$ cat src/rtl/vga_timing_ctrl.sv
// Programmable VGA raster timing: staged/active timing banks, frame-boundary commit,
// and registered hsync/vsync/de/xpos/ypos/frame_start generation.
module vga_timing_ctrl #(
  parameter logic [11:0] H_VIS_DEF = 12'd640,
  parameter logic [11:0] H_FP_DEF  = 12'd16,
  parameter logic [11:0] H_SP_DEF  = 12'd96,
  parameter logic [11:0] H_BP_DEF  = 12'd48,
  parameter logic [11:0] V_VIS_DEF = 12'd480,
  parameter logic [11:0] V_FP_DEF  = 12'd10,
  parameter logic [11:0] V_SP_DEF  = 12'd2,
  parameter logic [11:0] V_BP_DEF  = 12'd33
) (
  input  logic        clk,
  input  logic        rst,
  input  logic        run,
  input  logic        cfg_wr_en,
  input  logic [2:0]  cfg_addr,
  input  logic [11:0] cfg_wdata,
  input  logic        cfg_commit,
  output logic        cfg_busy,
  output logic        cfg_err,
  output logic        hsync,
  output logic        vsync,
  output logic        de,
  output logic [11:0] xpos,
  output logic [11:0] ypos,
  output logic        frame_start
);

  logic [11:0] stg    [8];
  logic [11:0] act    [8];
  logic [11:0] stg_nx [8];

  logic [11:0] h_cnt, v_cnt;
  logic [12:0] h_total, v_total;
  logic [12:0] h_fp_end, h_sp_end, v_fp_end, v_sp_end;
  logic [13:0] stg_h_sum, stg_v_sum;
  logic        stg_ok, wr_ok, h_last, v_last, apply;
  logic        in_h_vis, in_v_vis, in_h_sync, in_v_sync;

  function automatic logic [11:0] def_field(input int idx);
    case (idx)
      0:       return H_VIS_DEF;
      1:       return H_FP_DEF;
      2:       return H_SP_DEF;
      3:       return H_BP_DEF;
      4:       return V_VIS_DEF;
      5:       return V_FP_DEF;
      6:       return V_SP_DEF;
      default: return V_BP_DEF;
    endcase
  endfunction

  assign wr_ok = cfg_wr_en && !cfg_busy;

  // Staging bank as it will look after this cycle's write, so a same-cycle commit sees it.
  always_comb begin
    for (int i = 0; i < 8; i++) stg_nx[i] = stg[i];
    if (wr_ok) stg_nx[cfg_addr] = cfg_wdata;
  end

  assign stg_h_sum = 14'(stg_nx[0]) + 14'(stg_nx[1]) + 14'(stg_nx[2]) + 14'(stg_nx[3]);
  assign stg_v_sum = 14'(stg_nx[4]) + 14'(stg_nx[5]) + 14'(stg_nx[6]) + 14'(stg_nx[7]);

  always_comb begin
    stg_ok = (stg_h_sum <= 14'd4095) && (stg_v_sum <= 14'd4095);
    for (int i = 0; i < 8; i++) begin
      if (stg_nx[i] == 12'd0) stg_ok = 1'b0;
    end
  end

  assign h_fp_end = 13'(act[0]) + 13'(act[1]);
  assign h_sp_end = h_fp_end + 13'(act[2]);
  assign h_total  = h_sp_end + 13'(act[3]);
  assign v_fp_end = 13'(act[4]) + 13'(act[5]);
  assign v_sp_end = v_fp_end + 13'(act[6]);
  assign v_total  = v_sp_end + 13'(act[7]);

  assign in_h_vis  = h_cnt < act[0];
  assign in_v_vis  = v_cnt < act[4];
  assign in_h_sync = ({1'b0, h_cnt} >= h_fp_end) && ({1'b0, h_cnt} < h_sp_end);
  assign in_v_sync = ({1'b0, v_cnt} >= v_fp_end) && ({1'b0, v_cnt} < v_sp_end);
  assign h_last    = {1'b0, h_cnt} == (h_total - 13'd1);
  assign v_last    = {1'b0, v_cnt} == (v_total - 13'd1);

  // A parked raster has no frame in flight, so a pending commit may land immediately.
  assign apply = cfg_busy && (!run || (h_last && v_last));

  always_ff @(posedge clk or negedge rst) begin
    if (!rst) begin
      for (int i = 0; i < 8; i++) begin
        stg[i] <= def_field(i);
        act[i] <= def_field(i);
      end
      h_cnt       <= '0;
      v_cnt       <= '0;
      cfg_busy    <= 1'b0;
      cfg_err     <= 1'b0;
      hsync       <= 1'b1;
      vsync       <= 1'b1;
      de          <= 1'b0;
      xpos        <= '0;
      ypos        <= '0;
      frame_start <= 1'b0;
    end else begin
      cfg_err <= 1'b0;
      for (int i = 0; i < 8; i++) stg[i] <= stg_nx[i];

      if (cfg_commit && !cfg_busy) begin
        if (stg_ok) cfg_busy <= 1'b1;
        else        cfg_err  <= 1'b1;
      end

      if (apply) begin
        for (int i = 0; i < 8; i++) act[i] <= stg[i];
        cfg_busy <= 1'b0;
      end

      if (!run) begin
        h_cnt <= '0;
        v_cnt <= '0;
      end else if (h_last) begin
        h_cnt <= '0;
        v_cnt <= v_last ? 12'd0 : v_cnt + 12'd1;
      end else begin
        h_cnt <= h_cnt + 12'd1;
      end

      // Output stage: decode of the current counters, one cycle behind them.
      if (!run) begin
        hsync       <= 1'b1;
        vsync       <= 1'b1;
        de          <= 1'b0;
        frame_start <= 1'b0;
      end else begin
        hsync       <= !in_h_sync;
        vsync       <= !in_v_sync;
        de          <= in_h_vis && in_v_vis;
        frame_start <= (h_cnt == 12'd0) && (v_cnt == 12'd0);
        if (in_h_vis && in_v_vis) begin
          xpos <= h_cnt;
          ypos <= v_cnt;
        end
      end
    end
  end

endmodule

$ cat config.mk
export PLATFORM = sky130hd
export DESIGN_NAME = vga_timing_ctrl
export DESIGN_NICKNAME = d
export VERILOG_FILES = /design/src/rtl/vga_timing_ctrl.sv
export SDC_FILE = /design/constraint.sdc
export NUM_CORES = 1
export LEC_CHECK = 0
export ABC_AREA = 1
export ABC_CLOCK_PERIOD_IN_PS = 5500
export BUFFER_PORTS_ARGS = -buffer_cell sky130_fd_sc_hd__buf_2
export CORE_ASPECT_RATIO = 0.9
export CORE_MARGIN = 2
export CORE_UTILIZATION = 48
export DETAILED_ROUTE_END_ITERATION = 6
export PLACE_DENSITY_LB_ADDON = 0.05
export SYNTH_ARGS = -nofsm -noshare
export SYNTH_HDL_FRONTEND = slang
export SYNTH_SLANG_ARGS = --single-unit
$ cat constraint.sdc
create_clock -name clk -period 5.5 [get_ports clk]
set_input_delay 0.275 -clock clk [delete_from_list [all_inputs] [get_ports clk]]
set_output_delay 0.275 -clock clk [all_outputs]
set_load 0.02 [all_outputs]
== After elaboration in Yosys (flattened, before gate mapping) ==
Cells that the tools add are included.
Operators by class
  add/subtract/negate cells: 16
  magnitude comparators: 10
  eq/ne operators: 3
  muxes and demuxes: 26
  bitwise operators: 1
  reduce and logical (&&, ||, !) cells: 29
Operator list (number)
  12-bit zero test: 10
  96-bit bitwise mux: 1
  96-bit two-way mux: 1
  12-bit two-way mux: 6
  12-bit by 12-bit adder with 13-bit output: 4
  13-bit by 12-bit adder with 13-bit output: 4
  12-bit demux with 3-bit select: 1
  13-bit by 12-bit adder with 14-bit output: 2
  14-bit by 12-bit adder with 14-bit output: 2
  14-bit by 12-bit less-or-equal comparator with 1-bit output (second input constant): 2
  12-bit by 13-bit equality test with 1-bit output: 2
  12-bit by 13-bit >= comparator with 1-bit output: 2
  12-bit by 13-bit < comparator with 1-bit output: 2
  13-bit by 1-bit subtractor with 13-bit output (second input constant): 2
  12-bit by 1-bit adder with 12-bit output (second input constant): 2
  12-bit < comparator: 2
  1-bit two-way mux: 17
  1-bit logical AND: 10
  4-bit >= comparator (second input constant): 1
  1-bit zero test: 4
  4-bit by 1-bit < comparator with 1-bit output (second input constant): 1
  3-bit NOT with 4-bit output: 1
  2-bit AND reduction: 2
  2-bit nonzero test: 2
  other kinds (2): 2
Storage, ports and cells
  flip-flop bits (word level): 246
  input port bits: 20
  output and inout port bits: 30
  word-level logic and storage cells: 111

== Depth between registers and ports, before layout ==
  word-level depth: 23
  depth in mapped cells: 39
  mapped depth without buffers: 37

== Worst setup path after synthesis ==
Ideal clock, no wire load.
  path type: register to register
  start: register act[25] (netlist bit)
  end: register cfg_busy
  setup time: 126 ps
  arrival time: 4609 ps
  data required time: 5374 ps
  path slack: 765 ps
  cell stages (with the launch flop): 37
  buffers on the path: 2
  clock period less this slack: 4735 ps
  cells stage by stage: dfstp_2 -> inv_1 -> fa_1 -> inv_1 -> nand3_1 -> nand2_1 -> a31oi_1 -> xor2_1 -> ha_1 -> nand2_1 -> o21a_1 -> nand2_1 -> a21oi_1 -> o21bai_1 -> nand2_1 -> nand2_1 -> a21oi_1 -> xor2_1 -> ha_1 -> inv_1 -> ha_1 -> nand2_1 -> inv_1 -> a21oi_1 -> nand3_1 -> nand2_1 -> nand2_1 -> inv_1 -> nand2_1 -> nand2_1 -> nand3_1 -> nand2_2 -> buf_6 -> nand2_4 -> nor2_8 -> buf_8 -> a21oi_1
Between the ends
  longest elaborated chain between the ends: 10
  elaborated cells on any way between the ends: 12
  classes of those cells: add/sub (4); eq/ne (1); mux (1); reduce/logical (6)
RTL lines
  from (decl): RTL line 31  | logic [11:0] act [8];
  from (signal, indexed assignment): RTL line 93  | act[i] <= def_field(i);
  12-bit by 12-bit adder with 13-bit output *: RTL line 75  | assign v_fp_end = 13'(act[4]) + 13'(act[5]);
  13-bit by 12-bit adder with 13-bit output *: RTL line 76  | assign v_sp_end = v_fp_end + 13'(act[6]);
  13-bit by 12-bit adder with 13-bit output *: RTL line 77  | assign v_total = v_sp_end + 13'(act[7]);
  13-bit by 1-bit subtractor with 13-bit output *: RTL line 84  | assign v_last = {1'b0, v_cnt} == (v_total - 13'd1);
  12-bit by 13-bit equality test with 1-bit output *: RTL line 84
  1-bit logical AND *: RTL line 87  | assign apply = cfg_busy && (!run || (h_last && v_last));
  1-bit logical OR *: RTL line 87
  1-bit logical AND *: RTL line 87
  2-bit nonzero test (no source line)
  2-bit AND reduction (no source line)
  to (signal assigned): RTL line 97  | cfg_busy <= 1'b0;
  to (signal assigned): RTL line 110  | if (stg_ok) cfg_busy <= 1'b1;
  to (signal assigned): RTL line 116  | cfg_busy <= 1'b0;
  to (decl): RTL line 20  | output logic cfg_busy,
Mark *: on every way between the ends. The rest lies on a longest branch, timed or not.
A chain may end at the register's enable or synchronous reset.

== Final worst setup path ==
  start: register act[72] (netlist bit)
  end: register act[93] (netlist bit)
Between the ends
  longest elaborated chain between the ends: 8
RTL lines
  12-bit by 12-bit adder with 13-bit output: RTL line 72  | assign h_fp_end = 13'(act[0]) + 13'(act[1]);
  13-bit by 12-bit adder with 13-bit output: RTL line 73  | assign h_sp_end = h_fp_end + 13'(act[2]);
  13-bit by 12-bit adder with 13-bit output: RTL line 74  | assign h_total = h_sp_end + 13'(act[3]);
  13-bit by 1-bit subtractor with 13-bit output: RTL line 83  | assign h_last = {1'b0, h_cnt} == (h_total - 13'd1);
  12-bit by 13-bit equality test with 1-bit output: RTL line 83
  1-bit logical AND: RTL line 87
  1-bit logical OR: RTL line 87
  1-bit logical AND: RTL line 87
No other way between the ends.

==> results.py <==
metrics = {
    "critical_path": {
        "cp_max_fo": 24,
        "crit_path_start_kind": "register",
        "endpoint_kind": "register",
        "crit_top_cell": "nand2_1",
        "critPathRequiredTime_ns": 6.00,
        "arrival_ns": 5.78,
        "path_class": "register to register",
        "ff2ff_setup_slack_ns": 0.23,
        "worst_path_max_delay_cell": "fa_1",
        "critical_path.max_stage_delay_ns": 0.36,
    },
    "finish": {
        "nFillCells": 3768,
        "drive_gt1_share_pct": 10.6,
        "num-nets-final": 2769,
        "areaGrowthSynthToFinish_pct": 12.0,
        "antenna-diode-count": 0,
        "final_cell_count_no_fill": 3016,
        "design_area_um2": 20800,
    },
    "clock_network": {
        "cts_buffer_depth": 3,
        "cts-root-buf": "clkbuf_16",
        "clock_latency_ns": 0.58,
        "cts_tree": "done",
        "clkTransAtPathRegs_ns": 0.06,
        "cts.sinks": 246,
        "cts-buffers-inserted": 29,
        "htree_levels": 1,
    },
    "sta": {
        "slew_headroom_pct": 36.1,
        "setup_viol": 0,
        "clock.fmax_mhz": 190,
        "worst_pin_slew_ns": 0.958,
        "setup_slack_ns": 0.227,
        "fin_skew_ns": 0.0209,
        "min_period_ns": 5.27,
        "min_period_over_period_pct": 95.9,
        "rsz0062_at_grt": "true",
        "hold_viol_final": 0,
        "fin_setup_tns_ns": 0,
        "maxSlewViolCount": 0,
    },
    "drt": {
        "vias": 15200,
        "wl_per_cell_um": 17.0,
        "drt_iter0_markers": 1028,
        "via_per_inst": 5.05,
        "first_pass_iters": 5,
        "antenna_left": 0,
        "drc_errors": 0,
        "drt-total-wl_mm": 51.3,
    },
    "yosys": {
        "syn_avg_cell_area_um2": 7.64,
        "synth_ff_type": "dfrtp_1",
        "syn_nets": 2693,
        "ys_warn_count": 0,
        "syn_area_um2": 18500,
        "synth_cell_types": 49,
        "synth_edf_count": 0,
        "ys_ff_latch": 246,
        "syn_inst": 2427,
        "async_reset_ff_share_pct": 100,
        "yosysSeqAreaShare_pct": 33.4,
    },
    "placement": {
        "gp_congestion": 0.913,
        "place_area_um2": 19200,
        "pre_cts_slack_ns": 0.0727,
        "io_buffers": 49,
        "dp_hpwl_mm": 39.6,
        "dpl.cell_count": 2935,
    },
    "floorplanning": {
        "core_area_um2": 38200,
        "row_count": 68,
        "fp.dieH_um": 190,
        "ioPinCount": 50,
        "die_w_um": 211,
        "start_util_pct": 48.5,
        "die_area_um2": 40200,
    },
    "global_routing": {
        "antenna_found_initial": 0,
        "globalRouteTotalUtil_pct": 25.2,
        "grt_overflow": 0,
        "grt_max_degree": 133,
        "grt_pass1_wl_mm": 78.9,
        "grt_pass1_vias": 14500,
    },
    "hold_path": {
        "worstHoldPathType": "input port to register",
    },
    "job": {
        "drv_cap": 0,
    },
    "run_status": {
        "status": "complete, no violations",
    },
}
==> state kept, by name, summed over array words and instances (netlist names) <==
signal and count:
act 96, cfg_busy 1, cfg_err 1, de 1
frame_start 1, h_cnt 12, hsync 1, stg 96
v_cnt 12, vsync 1, xpos 12, ypos 12
==> cells in the final DEF (no fill, tap or decap), types with 48 or more instances in the layout <==
master,netlist,layout
o21ai_1,52,53
inv_1,507,505
o21ai_0,91,90
nand2_1,681,677
dfrtp_1,212,212
ha_1,194,185
fa_1,52,51
nor2_1,115,111
buf_2,18,48
nand3_1,111,110
xor2_1,63,63
a21oi_1,99,91
==> path summary, 6_finish.rpt <==
check / start / to / cells past startpoint
setup reg to reg: act[72] / act[93] / 35
max in group asynchronous: rst / act[51] / 3
min in group asynchronous: rst / act[16] / 2
hold reg to reg: stg[35] / act[35] / 2
hold / removal: cfg_wdata[10] / stg[22] / 3
setup / recovery: act[72] / act[93] / 35
==> area by class of cell <==
class / count / area [um2] / share of cell area (%)
Multi-Input combinational cell: 1625 / 10300 / 49.6
Sequential cell: 246 / 6200 / 29.9
Inverter: 513 / 1930 / 9.28
Clock buffer: 38 / 810 / 3.90
Timing Repair Buffer: 88 / 708 / 3.41
Tap cell: 490 / 613 / 2.95
Clock inverter: 16 / 206 / 0.995
==> cells by family after synthesis <==
family,count (synthesis),synth area share (%)
AND/OR/NAND/NOR,982,22.1
buffers and inverters,558,12.2
flip-flops,246,33.4
adder cells (fa/ha/maj),246,18.7
XOR/XNOR,86,4.11
AO/OA/AOI/OAI,309,9.49
==> critical path: cells and delay by family (launching register included) <==
family | cells | cell delay (ns)
buf+inv | 5 | 0.66
fa+ha+maj | 5 | 1.39
xor+xnor | 2 | 0.41
simple gates | 15 | 1.32
compound gates | 8 | 1.03
flops | 1 | 0.35
==> layer usage <==
metal	routed length [um]	global-route usage, %	up-vias
li1	-	-	7679
met1	26000	38.9	7189
met2	21900	38.0	312
met3	2330	3.05	52
met4	1020	4.93	0
met5	0	0	-
==> stage by stage <==
stage / utilization (%) / hold WS (ns)
after global routing: 54.3 / 0.0620
after detailed placement: 50.3 / 0.435
after global placement: 50.3 / 0.438
final: 54.3 / 0.0399
after CTS: 53.0 / 0.00763
after floorplan: - / -0.0206
==> synthesized netlist by cell type (all sizes together) (16+ instances only) <==
library cell | count | area, um2
a21oi | 99 | 495
inv | 512 | 1920
nor2 | 125 | 527
ha | 194 | 2430
nor3 | 16 | 80.1
nand2 | 687 | 2610
nand4 | 22 | 144
dfstp | 34 | 893
buf | 37 | 300
nand3 | 117 | 631
dfrtp | 212 | 5310
xnor2 | 22 | 193
xor2 | 64 | 568
fa | 52 | 1040
o21ai | 171 | 961
==> what timing repair did <==
action	4_1_cts	5_1_grt
endpoints found under the hold margin	93	0
buffers inserted	0	17
resized for setup	0	43
setup endpoints to repair	0	108
hold buffers	2	0
Power is not shown: default switching activity piles up to over one toggle a cycle in this logic, so the estimate is an artifact.
